## src/rtl/cache_arbiter_if.sv

```systemverilog
// Bundles the I-cache, D-cache and physical-memory signals seen by cache_arbiter.
// The slave modport is the arbiter's view; master is the surrounding caches plus memory.
interface cache_arbiter_if;
    logic         i_read;
    logic [15:0]  i_addr;
    logic [127:0] i_rdata;
    logic         i_resp;
    logic         d_read;
    logic         d_write;
    logic [15:0]  d_addr;
    logic [127:0] d_wdata;
    logic [127:0] d_rdata;
    logic         d_resp;
    logic         pmem_read;
    logic         pmem_write;
    logic [15:0]  pmem_address;
    logic [127:0] pmem_wdata;
    logic [127:0] pmem_rdata;
    logic         pmem_resp;

    modport slave (
        input  i_read, i_addr, d_read, d_write, d_addr, d_wdata, pmem_rdata, pmem_resp,
        output i_rdata, i_resp, d_rdata, d_resp, pmem_read, pmem_write, pmem_address, pmem_wdata
    );

    modport master (
        output i_read, i_addr, d_read, d_write, d_addr, d_wdata, pmem_rdata, pmem_resp,
        input  i_rdata, i_resp, d_rdata, d_resp, pmem_read, pmem_write, pmem_address, pmem_wdata
    );
endinterface

```

## src/rtl/cache_arbiter.sv

```systemverilog
// Arbitrates I/D cache line fills and write-backs onto one physical memory port.
// Latency: pmem command one cycle after the request is sampled; resp is same-cycle with pmem_resp.
// Backpressure: requests are held off while busy; one IDLE bubble between transactions.
// Optional round-robin tie-break: define CACHE_ARBITER_RR_EN (default build lets D win every tie).
module cache_arbiter (
    input  logic           clk,
    input  logic           reset,
    cache_arbiter_if.slave bus
);
    typedef enum logic [1:0] {IDLE = 2'd0, I_BUSY = 2'd1, D_BUSY = 2'd2} state_t;

    state_t       state;
    state_t       state_nxt;
    logic         op_write;
    logic [15:0]  lat_addr;
    logic [127:0] lat_wdata;
    logic         i_req;
    logic         d_req;
    logic         grant_d;

    assign i_req = bus.i_read;
    assign d_req = bus.d_read | bus.d_write;

`ifdef CACHE_ARBITER_RR_EN
    // 0 = I granted last, 1 = D granted last; reset to I so D wins the first tie.
    logic last_grant;

    assign grant_d = d_req & (~i_req | ~last_grant);

    always_ff @(posedge clk) begin
        if (reset)
            last_grant <= 1'b0;
        else if (state == IDLE && (i_req || d_req))
            last_grant <= grant_d;
    end
`else
    assign grant_d = d_req;
`endif

    always_ff @(posedge clk) begin
        if (reset)
            state <= IDLE;
        else
            state <= state_nxt;
    end

    always_comb begin
        state_nxt = state;
        case (state)
            IDLE: begin
                if (grant_d)
                    state_nxt = D_BUSY;
                else if (i_req)
                    state_nxt = I_BUSY;
            end
            I_BUSY, D_BUSY: begin
                if (bus.pmem_resp)
                    state_nxt = IDLE;
            end
            default: state_nxt = IDLE;
        endcase
    end

    // Write wins when the D side asserts read and write together.
    always_ff @(posedge clk) begin
        if (reset) begin
            op_write  <= 1'b0;
            lat_addr  <= 16'h0;
            lat_wdata <= 128'h0;
        end else if (state == IDLE) begin
            if (grant_d) begin
                op_write  <= bus.d_write;
                lat_addr  <= {bus.d_addr[15:4], 4'h0};
                lat_wdata <= bus.d_wdata;
            end else if (i_req) begin
                op_write  <= 1'b0;
                lat_addr  <= {bus.i_addr[15:4], 4'h0};
                lat_wdata <= 128'h0;
            end
        end
    end

    always_comb begin
        bus.pmem_read    = 1'b0;
        bus.pmem_write   = 1'b0;
        bus.pmem_address = 16'h0;
        bus.pmem_wdata   = 128'h0;
        bus.i_resp       = 1'b0;
        bus.d_resp       = 1'b0;
        if (state == I_BUSY || state == D_BUSY) begin
            bus.pmem_read    = ~op_write;
            bus.pmem_write   = op_write;
            bus.pmem_address = lat_addr;
            bus.pmem_wdata   = lat_wdata;
        end
        // A reset landing on the completing cycle abandons the transaction.
        bus.i_resp = (state == I_BUSY) & bus.pmem_resp & ~reset;
        bus.d_resp = (state == D_BUSY) & bus.pmem_resp & ~reset;
    end

    assign bus.i_rdata = bus.pmem_rdata;
    assign bus.d_rdata = bus.pmem_rdata;
endmodule

```

## src/flat_wrapper.sv

```systemverilog
// flat-port wrapper written by rule: the top's interface ports become plain ports
module cache_arbiter_flat 
  (clk, reset, bus_i_read, bus_i_addr, bus_d_read, bus_d_write, bus_d_addr, bus_d_wdata, bus_pmem_rdata, bus_pmem_resp, bus_i_rdata, bus_i_resp, bus_d_rdata, bus_d_resp, bus_pmem_read, bus_pmem_write, bus_pmem_address, bus_pmem_wdata);
  cache_arbiter_if bus_i ();
  input  logic clk;
  input  logic reset;
  input wire logic [$bits(bus_i.i_read)-1:0] bus_i_read;
  input wire logic [$bits(bus_i.i_addr)-1:0] bus_i_addr;
  input wire logic [$bits(bus_i.d_read)-1:0] bus_d_read;
  input wire logic [$bits(bus_i.d_write)-1:0] bus_d_write;
  input wire logic [$bits(bus_i.d_addr)-1:0] bus_d_addr;
  input wire logic [$bits(bus_i.d_wdata)-1:0] bus_d_wdata;
  input wire logic [$bits(bus_i.pmem_rdata)-1:0] bus_pmem_rdata;
  input wire logic [$bits(bus_i.pmem_resp)-1:0] bus_pmem_resp;
  output wire logic [$bits(bus_i.i_rdata)-1:0] bus_i_rdata;
  output wire logic [$bits(bus_i.i_resp)-1:0] bus_i_resp;
  output wire logic [$bits(bus_i.d_rdata)-1:0] bus_d_rdata;
  output wire logic [$bits(bus_i.d_resp)-1:0] bus_d_resp;
  output wire logic [$bits(bus_i.pmem_read)-1:0] bus_pmem_read;
  output wire logic [$bits(bus_i.pmem_write)-1:0] bus_pmem_write;
  output wire logic [$bits(bus_i.pmem_address)-1:0] bus_pmem_address;
  output wire logic [$bits(bus_i.pmem_wdata)-1:0] bus_pmem_wdata;
  assign bus_i.i_read = bus_i_read;
  assign bus_i.i_addr = bus_i_addr;
  assign bus_i.d_read = bus_d_read;
  assign bus_i.d_write = bus_d_write;
  assign bus_i.d_addr = bus_d_addr;
  assign bus_i.d_wdata = bus_d_wdata;
  assign bus_i.pmem_rdata = bus_pmem_rdata;
  assign bus_i.pmem_resp = bus_pmem_resp;
  assign bus_i_rdata = bus_i.i_rdata;
  assign bus_i_resp = bus_i.i_resp;
  assign bus_d_rdata = bus_i.d_rdata;
  assign bus_d_resp = bus_i.d_resp;
  assign bus_pmem_read = bus_i.pmem_read;
  assign bus_pmem_write = bus_i.pmem_write;
  assign bus_pmem_address = bus_i.pmem_address;
  assign bus_pmem_wdata = bus_i.pmem_wdata;
  cache_arbiter u_core (.clk(clk), .reset(reset), .bus(bus_i));
endmodule
```

## config.mk

```make
export PLATFORM = sky130hd
export DESIGN_NAME = cache_arbiter_flat
export DESIGN_NICKNAME = d
export VERILOG_FILES = /design/src/rtl/cache_arbiter_if.sv /design/src/rtl/cache_arbiter.sv /design/src/flat_wrapper.sv
export SDC_FILE = /design/constraint.sdc
export NUM_CORES = 1
export LEC_CHECK = 0
export BUFFER_PORTS_ARGS = -buffer_cell sky130_fd_sc_hd__buf_2
export CAP_MARGIN = 20
export CORE_AREA = 4 4 267 269
export DETAILED_ROUTE_END_ITERATION = 12
export DIE_AREA = 0 0 271 273
export HOLD_SLACK_MARGIN = 0.06
export PLACE_DENSITY = 0.33
export SETUP_SLACK_MARGIN = 0.3
export SYNTH_ARGS = -nofsm -noshare
export SYNTH_HDL_FRONTEND = slang
export SYNTH_SLANG_ARGS = --single-unit
```

## constraint.sdc

```tcl
create_clock -name clk -period 2.8 [get_ports clk]
set_input_delay 0.7 -clock clk [delete_from_list [all_inputs] [get_ports clk]]
set_output_delay 0.7 -clock clk [all_outputs]
set_load 0.02 [all_outputs]
```

==> summary.md, run 1 <==
| Metric | Value |
|---|---|
| Max clock buf depth | 2 |
| Root buffer cell | clkbuf_16 |
| Synth Register Bits | 143 |
| First-pass iteration count of the detailed router | 4 |
| Ports | 698 |
| Outcome | completed |
| Final hold violation count | 0 |
| Worst vdd ir | 307 uV |
| DRT iter0 DRCs | 213 |
| Nets | 1152 |
| Remaining antenna violation count after routing | 0 |
| Worst Setup End Kind | primary output |
| Crit-path max FO | 8 |
| Syn avg cell area | 9.46 um^2 |
| Seq/Total Area, Yosys | 38.0% |
| CTS buffer count | 17 |
| Syn Inst Count | 796 |
| Port Buffers | 301 |
| EDFF count, synth | 0 |
| WS Path Type | flop to primary output |
| Share of cells above drive strength 1 | 55.0% |
| Met2 Wirelength | 14400 um |
| Design Power | 7.29 mW |
| Final Cycle Share | 92.5% |
| Crit path time final | 2590 ps |
| Reg clk slew, reported paths | 80 ps |
| CTS tree | yes |
| CP required | 2100 ps |
| # clock sinks | 143 |
| Worst Clk Skew | approximately 17 ps |
| Post-synthesis cell area | about 7500 um^2 |
| Top-count cell post-synth | buf_4 |
| Global-route wire length before repair | just over 40000 um |
| Initial antenna violation count | 4 |
| Wirelength per Cell | 16.5 um |
| Synth warn | 0 |
| Top cells by area, synth | dfxtp_1, buf_4, a22o_1, and2_1, a311oi_1 |
| DRC Markers | 0 |
| Yosys top cell area share | a little under two fifths |
| Detailed placement HPWL | 17600 um |
| Util after Layout | 15.3% |
| Overflow after GRT | 0 |
| Setup repair after global routing missed its margin | yes |
| Yosys top cell by area | dfxtp_1 |
| Fmax achieved | 0.386 GHz |
| Worst skew pair latency | 470 ps |
| Row Count | 96 |
| DR top layer | met5 |
| Core Footprint | 68600 um^2 |
| Top post-synthesis cells by count | buf_4, dfxtp_1, and2_1 |
| Leakage | 4.60 nW |
| Filler Cell Count | 7701 |
| Worst Hold Class | input pin to flop |
| Max-cap violations | 0 |
| Post-Route Setup TNS | 0 ps |
| Total GRT Usage | 7.73% |
| Multi-input logic area | 2700 um^2 |
| Register area | 2870 um^2 |
| RD Place Congestion | around 0.70 |
| Die height | 273 um |
| Pwr dens | between 600 and 700 nW/um^2 |
| Largest net degree at the start of global routing | 73 |
| Starting Density | 11.0% |
| DR vias | 5602 |
| Routed wire length | 29800 um |
| Max-slew violation count | 0 |
| Final setup vio count | 0 |
| Via/cell ratio | slightly above 3 |
| Crit start category | flop |
| Total die area | 74000 um^2 |
| Met3 Wirelength | 2690 um |
| Post-synth cell types | 26 |
| Number of global-route vias before repair | 5832 |
| Synth-to-Final Area Change | 39.4% |
| Crit path DAT | 1890 ps |
| Post-synth ARST share | 0% |
| M1 WL | approximately 12000 um |
| H-tree depth | 4 |
| Top_reg_cell synth | dfxtp_1 |
| Die X | 271 um |
## worst paths after layout
path	from	to	slack, ps	cells past startpoint
setup / recovery	u_core.state[1]	bus_pmem_wdata[10]	210	7
hold / removal	bus_d_wdata[126]	u_core.lat_wdata[126]	430	2
setup reg to reg	u_core.state[0]	u_core.state[1]	1010	10
hold reg to reg	u_core.lat_wdata[105]	u_core.lat_wdata[105]	470	1
## sequential cells by signal, indices dropped and copies added, names as in the netlist
signal / flops
u_core.op_write: 1
u_core.lat_wdata: 128
u_core.lat_addr: 12
u_core.state: 2
## per-layer routing
layer	vias up	GRT usage, %
met3	106	3.70
met4	2	4.04
met1	2572	8.14
li1	2549	-
met5	-	0
met2	373	12.9
## worst max-delay path, cell delays in order, from the launching register on
cell and delay, ps:
dfxtp_2 340, inv_2 50, ha_4 290, buf_12 160, buf_12 150, clkbuf_16 180, and2_4 140, buf_6 110
## cell families (layout without fill, tap and decap cells)
logic type,count (synthesis),count (layout),share of synthesized area (%)
AO/OA/AOI/OAI,159,159,17.7
buffers and inverters,313,382,29.6
AND/OR/NAND/NOR,177,177,14.1
adder cells (fa/ha/maj),3,3,0.499
flip-flops,143,143,38.0
other,1,6,0.0498
## per-stage QoR
stage / instance area [um^2] / instances / setup slack [ps] / hold WS [ps]
floorplan: 7540 / 799 / 501 / 440
global placement: 8150 / 1729 / 569 / 453
detailed placement: 8150 / 1729 / 577 / 455
CTS: 9840 / 1792 / 121 / 367
global route: 10500 / 1799 / 87.0 / 387
finish: 10500 / 1801 / 209 / 432
## cell type report
cell class              instances  area share (%)
clock buffers                  21            4.48
multi-input cells             343            25.7
inverters                       2          0.0715
repair buffers                348            29.4
clock inverters                11            1.91
well taps                     931            11.1
flip-flops and latches        143            27.3
diodes                          2          0.0477
## where the power goes
part	switching (mW)	internal [mW]	leakage, nW
Combinational	1.03	1.16	3.10
Clock	1.04	1.66	0.321
Sequential	0.129	2.27	1.18
## cells in the final DEF (no fill, tap or decap), drive strengths merged
cell type / Yosys / final
and3b: 2 / 2
ha: 3 / 3
clkinv: 0 / 1
a21oi: 3 / 3
a22o: 128 / 128
o31a: 1 / 1
nand3b: 1 / 1
nand2: 12 / 12
clkinvlp: 0 / 2
a311oi: 12 / 12
nand2b: 1 / 1
nor2b: 3 / 3
buf: 288 / 343
nor3: 1 / 1
nor2: 15 / 15
and2: 141 / 141
bufbuf: 0 / 1
bufinv: 0 / 5
diode: 0 / 2
nor3b: 1 / 1
conb: 1 / 4
a22oi: 1 / 1
o21ai: 14 / 14
inv: 2 / 5
clkbuf: 23 / 25
dfxtp: 143 / 143
## what timing repair did
| action | in CTS | in global routing |
|---|---|---|
| buffers inserted | 16 | 3 |
| hold buffers | 0 | 0 |
| cloned | 15 | 4 |
| resized for setup | 156 | 169 |
| setup endpoints to repair | 142 | 140 |
| pin swaps | 15 | 68 |
Note: power is estimated with default switching activity, not from simulation.
==> run 2: changes to the inputs <==
--- a/config.mk
+++ b/config.mk
@@ -12,6 +12,7 @@
 export DIE_AREA = 0 0 271 273
 export HOLD_SLACK_MARGIN = 0.06
 export PLACE_DENSITY = 0.33
+export RECOVER_POWER = 100
 export SETUP_SLACK_MARGIN = 0.3
 export SYNTH_ARGS = -nofsm -noshare
 export SYNTH_HDL_FRONTEND = slang
==> summary.md, run 2 (synthesized netlist as in run 1, its figures left out) <==
| Metric | Value |
|---|---|
| Worst skew pair latency | 470 ps |
| Crit-path max cell delay | 330 ps |
| Share of cells above drive strength 1 | 52.8% |
| Number of global-route vias before repair | 5832 |
| Starting Density | 11.0% |
| Ports | 698 |
| Reg clk slew, reported paths | approximately 80 ps |
| Largest register by flop count | u_core.lat_wdata |
| Util after Layout | between 10% and 20% |
| Crit-path leading delay family | buffers and inverters |
| DRC Markers | 0 |
| RD Place Congestion | 0.698 |
| Top Registers | u_core.lat_wdata x128, u_core.lat_addr x12, u_core.state x2 |
| RR Endpoint | u_core.lat_wdata[37] |
| Initial antenna violation count | 4 |
| Row Count | 96 |
| Max clock buf depth | 2 |
| Die X | 271 um |
| Filler Cell Count | 7754 |
| Fmax achieved | 0.380 GHz |
| Hold_sp | bus_d_wdata[126] |
| Setup repair after global routing missed its margin | yes |
| Worst vdd ir | 306 uV |
| Leakage | 4.45 nW |
| Core Footprint | 68600 um^2 |
| Most common cell after layout, fill and taps aside | buf_2 |
| CTS buffer count | 17 |
| Largest net degree at the start of global routing | 73 |
| Total die area | approximately 74000 um^2 |
| Synth-to-Final Area Change | 35.4% |
| DRT iter0 DRCs | 218 |
| Remaining antenna violation count after routing | 0 |
| DP Cell Count | 1729 |
| Worst Clk Skew | 16.4 ps |
| Global-route wire length before repair | 41100 um |
| Fin cells | 1801 |
| Worst r2r path cells | 6 |
| WS Path Type | flop to primary output |
| Max FFs per register | 128 |
| Max-cap violations | 0 |
| Post-route design area | 10200 um^2 |
| Crit path DAT | 1930 ps |
| Port Buffers | ~300 |
| Worst Hold Class | input pin to flop |
| Overflow after GRT | 0 |
| Cell Area, Placed | just over 8000 um^2 |
| Post-Route Setup TNS | 0 ps |
| Max-slew violation count | 0 |
| Final setup vio count | 0 |
| Die height | 273 um |
| Hold endpoint | u_core.lat_wdata[126] |
| Final hold violation count | 0 |
| Crit path max-delay cell type | dfxtp_2 |
| WP depth | 7 |
| Crit-path max FO | 8 |
| CTS tree | yes |
| Wirelength per Cell | 16.5 um |
| Crit start category | flop |
| First-pass iteration count of the detailed router | 4 |
| Worst-path cell chain | inv_1 -> ha_4 -> buf_12 -> buf_12 -> clkbuf_16 -> and2_4 -> buf_4 |
| Outcome | completed |
| Via/cell ratio | slightly above 3 |
| Final Cycle Share | 94.0% |
| Nets | 1152 |
| Total GRT Usage | 7.73% |
| Pwr dens | 705 nW/um^2 |
| CP startpoint | u_core.state[1] |
| H-tree depth | 4 |
| CP required | 2100 ps |
| Most frequent cells in the layout | buf_2, dfxtp_1, a22o_1 |
| DR vias | 5580 |
| Crit path time final | between 2000 and 3000 ps |
| R2R setup slack | 450 ps |
| Normalized max-slew margin | under 10% |
| Root buffer cell | clkbuf_16 |
| Reg2reg start | u_core.state[1] |
| Worst-Margin Slew | 1390 ps |
| Worst hold stages | 2 |
| Routed wire length | 29800 um |
| CP bufs+invs | 5 |
| # clock sinks | 143 |
| Hold WS | 430 ps |
| CP most frequent cell | buf_12 |
| Detailed placement HPWL | 17600 um |
| Worst Setup End Kind | primary output |
-- run 2: per-stage QoR --
stage | total power [mW] | setup slack [ps]
after global placement | 3.69 | 569
after floorplan | 3.71 | 501
after global routing | 7.60 | 43.0
final | 7.19 | 168
after detailed placement | 3.68 | 577
after CTS | 7.25 | 121
-- run 2: repair_timing --
action,4_1_cts,5_1_grt
gates cloned,15,4
hold endpoints to repair,0,0
resized for setup,156,169
endpoints found under the setup margin,142,140
hold buffers,0,0
pin swaps,15,68
setup buffers,16,3
-- run 2: report_power, final --
| part | switching (mW) | total (mW) | internal (mW) |
|---|---|---|---|
| clock | 1.04 | 2.71 | 1.66 |
| combinational | 1.02 | 2.08 | 1.06 |
| sequential | 0.127 | 2.40 | 2.27 |
| total | 2.19 | 7.19 | 5.00 |
-- run 2: area by class of cell --
cell class | count | area, um^2 | share of cell area, %
Tap cell | 931 | 1160 | 11.4
Clock inverter | 11 | 200 | 1.96
Antenna cell | 2 | 5.00 | 0.0491
Multi-Input combinational cell | 343 | 2670 | 26.2
Inverter | 2 | 7.51 | 0.0736
Clock buffer | 21 | 470 | 4.61
Timing Repair Buffer | 348 | 2820 | 27.6
Sequential cell | 143 | 2870 | 28.1
-- run 2: layer usage --
metal | track usage (%) | routed length, um | vias to the layer above
li1 | - | - | 2551
met1 | 8.14 | 11600 | 2565
met2 | 12.9 | 14400 | 356
met3 | 3.70 | 2650 | 106
met4 | 4.04 | 1100 | 2
met5 | 0 | 13 | -
-- run 2: how the worst max path moves through the flow --
stage / to / slack (ps)
floorplan: bus_pmem_wdata[100] / 500
global placement: u_core.lat_wdata[53] / 570
detailed placement: u_core.lat_wdata[53] / 580
CTS: bus_pmem_wdata[106] / 120
global route: bus_pmem_wdata[68] / 40
finish: bus_pmem_wdata[4] / 170
==> run 3: changes to the inputs <==
--- a/config.mk
+++ b/config.mk
@@ -5,13 +5,14 @@
 export SDC_FILE = /design/constraint.sdc
 export NUM_CORES = 1
 export LEC_CHECK = 0
+export ABC_AREA = 1
 export BUFFER_PORTS_ARGS = -buffer_cell sky130_fd_sc_hd__buf_2
 export CAP_MARGIN = 20
-export CORE_AREA = 4 4 267 269
+export CORE_AREA = 4 4 272 274
+export CTS_CLUSTER_DIAMETER = 150
 export DETAILED_ROUTE_END_ITERATION = 12
-export DIE_AREA = 0 0 271 273
+export DIE_AREA = 0 0 276 278
 export HOLD_SLACK_MARGIN = 0.06
-export PLACE_DENSITY = 0.33
 export RECOVER_POWER = 100
 export SETUP_SLACK_MARGIN = 0.3
 export SYNTH_ARGS = -nofsm -noshare
==> summary.md, run 3 <==
| Metric | Value |
|---|---|
| Yosys top cell by area | dfxtp_1 |
| Post-Route Setup TNS | 0 ps |
| WS Path Type | flop to primary output |
| Global-route wire length before repair | 53200 um |
| Seq/Total Area, Yosys | 33.0% |
| Nets | 1617 |
| Synth-to-Final Area Change | 31.5% |
| Total GRT Usage | 9.48% |
| Fmax achieved | roughly 0.38 GHz |
| DRC Markers | 0 |
| Total die area | about 77000 um^2 |
| Most frequent cells in the layout | nand2_1, buf_2, dfxtp_1 |
| Outcome | completed |
| Die X | 276 um |
| Syn avg cell area | 6.77 um^2 |
| Root buffer cell | clkbuf_16 |
| Fin cells | ~2300 |
| Via/cell ratio | 3.51 |
| Top_reg_cell synth | dfxtp_1 |
| Wirelength per Cell | 17.4 um |
| Remaining antenna violation count after routing | 0 |
| Hold_buf cts | 0 |
| RD Place Congestion | about 0.74 |
| Final setup vio count | 0 |
| Overflow after GRT | 0 |
| Switch share | 34.7% |
| Setup repair after global routing missed its margin | yes |
| Final hold violation count | 0 |
| Row Count | 98 |
| Pint | 4.41 mW |
| Synth warn | 0 |
| Top-count cell post-synth | nand2_1 |
| Max FFs per register | 128 |
| Final Cycle Share | 94.3% |
| Post-route setup slack | 161 ps |
| Crit path time final | 2640 ps |
| Place WS | about 500 ps |
| DP Cell Count | 2209 |
| Most common cell after layout, fill and taps aside | nand2_1 |
| Worst-Margin Slew | 1470 ps |
| DRT iter0 DRCs | 347 |
| CTS tree | yes |
| NetSw | 2.34 mW |
| Crit path DAT | 1940 ps |
| Ports | 698 |
| Pwr dens | 591 nW/um^2 |
| Filler Cell Count | 8192 |
| EDFF count, synth | 0 |
| # clock sinks | 143 |
| CTS buffer count | 17 |
| Normalized max-slew margin | 1.80% |
| Max-slew violation count | 0 |
| Reg power frac | 34.9% |
| Routed wire length | around 40000 um |
| Post-synthesis cell area | between 8000 and 9000 um^2 |
| H-tree depth | 4 |
| Crit start category | flop |
| Detailed placement HPWL | ~25000 um |
| Number of global-route vias before repair | 7726 |
| Register area | around 2900 um^2 |
| Max clock buf depth | 2 |
| Starting Density | between 10 and 15% |
| Die height | 278 um |
| Largest net degree at the start of global routing | 91 |
| Worst Clk Skew | 18.0 ps |
| Syn Inst Count | 1282 |
| Crit-path max FO | 6 |
| Leakage | ~5.9 nW |
| DR vias | about 8000 |
| Multi-input logic area | between 3000 and 4000 um^2 |
| Share of cells above drive strength 1 | 39.5% |
| Post-synth cell types | 16 |
| Util after Layout | about 16% |
| Port Buffers | 301 |
| Post-synth ARST share | 0% |
| Worst Hold Class | input pin to flop |
| Synth Register Bits | 143 |
| Worst vdd ir | 294 uV |
| Worst skew pair latency | 470 ps |
| Top Registers | u_core.lat_wdata x128, u_core.lat_addr x12, u_core.state x2 |
| Max-cap violations | 0 |
| Core Footprint | ~71000 um^2 |
| Combinational share of power | between 20 and 30% |
| Reg clk slew, reported paths | 70 ps |
| Largest register by flop count | u_core.lat_wdata |
| Worst Setup End Kind | primary output |
| Initial antenna violation count | 11 |
| Top post-synthesis cells by count | nand2_1, buf_4, inv_1 |
| Top cells by area, synth | dfxtp_1, buf_4, nand2_1, a21oi_1, nand3_1 |
| Yosys top cell area share | 33.0% |
| CP required | 2100 ps |
| Clock share of power | 36.8% |
| First-pass iteration count of the detailed router | 4 |
[run 3: cell types whose count changed after synthesis, sizes merged, moves of 3 or more]
cell    before  now
a311oi      12    0
a22o       128    0
and2       141    0
nand3        0  129
a21oi        3  130
nand2       12  343
o21ai       14    0
nor2        15   33
inv          2  162
buf        288  317
nor2b        3    0
[run 3: per-stage QoR]
stage / area, um^2 / total power, mW / hold WS [ps]
after floorplan: 8690 / 3.72 / 456
after global placement: 9190 / 3.65 / 468
after detailed placement: 9190 / 3.66 / 472
after CTS: 10600 / 6.67 / 404
after global routing: 11400 / 7.16 / 429
final: 11400 / 6.75 / 468
[run 3: layer usage]
| metal | routed length [um] | GRT usage [%] | up-vias | share of wire (%) |
|---|---|---|---|---|
| li1 | - | - | 3713 | - |
| met1 | 14600 | 10.2 | 3637 | 37 |
| met2 | 18800 | 14.9 | 503 | 47 |
| met3 | 4480 | 5.02 | 143 | 11 |
| met4 | 1790 | 5.27 | 12 | 4.5 |
| met5 | 173 | 1.10 | - | 0.43 |
[run 3: area by class of cell]
class                      count  area share [%]
clock inverter                13            1.41
antenna                        2          0.0439
multi-input combinational    642            27.8
timing repair buffer         354            26.1
tap                          950            10.4
clock buffer                  18            3.76
inverter                     162            5.35
sequential                   143            25.1
[run 3: final timing paths]
kind,from,to,slack [ps],cells past startpoint
max,u_core.state[1],bus_pmem_wdata[39],160,8
min,bus_d_wdata[94],u_core.lat_wdata[94],470,3
max reg2reg,u_core.state[1],u_core.lat_addr[10],530,8
min reg2reg,u_core.lat_wdata[19],u_core.lat_wdata[19],480,2
[run 3: power by group through the flow]
stage	clock network, mW	registers [mW]	logic (mW)
floorplan	0	2.32	1.40
detailed placement	0	2.37	1.29
CTS	2.64	2.33	1.70
finish	2.48	2.35	1.91
global placement	0	2.37	1.29
global route	2.70	2.38	2.09
[run 3: worst max-delay path: stages (launching register included)]
cell and delay, ps:
dfxtp_2 340, inv_2 50, ha_4 320, buf_6 120, buf_12 130, buf_16 150, nand2_2 60, inv_2 40
clkbuf_1 230
[run 3: timing repair]
item,in CTS,in global routing
pin swaps,2,37
gates cloned,12,8
gates resized for setup,118,372
hold endpoints to repair,0,0
buffers inserted,12,10
setup endpoints to repair,142,142
[run 3: kinds of logic after synthesis]
family,share of synthesized area [%]
AO/OA/AOI/OAI,7.49
flip-flops,33.0
AND/OR/NAND/NOR,24.1
other,0.0432
buffers and inverters,35.0
adder cells (fa/ha/maj),0.432
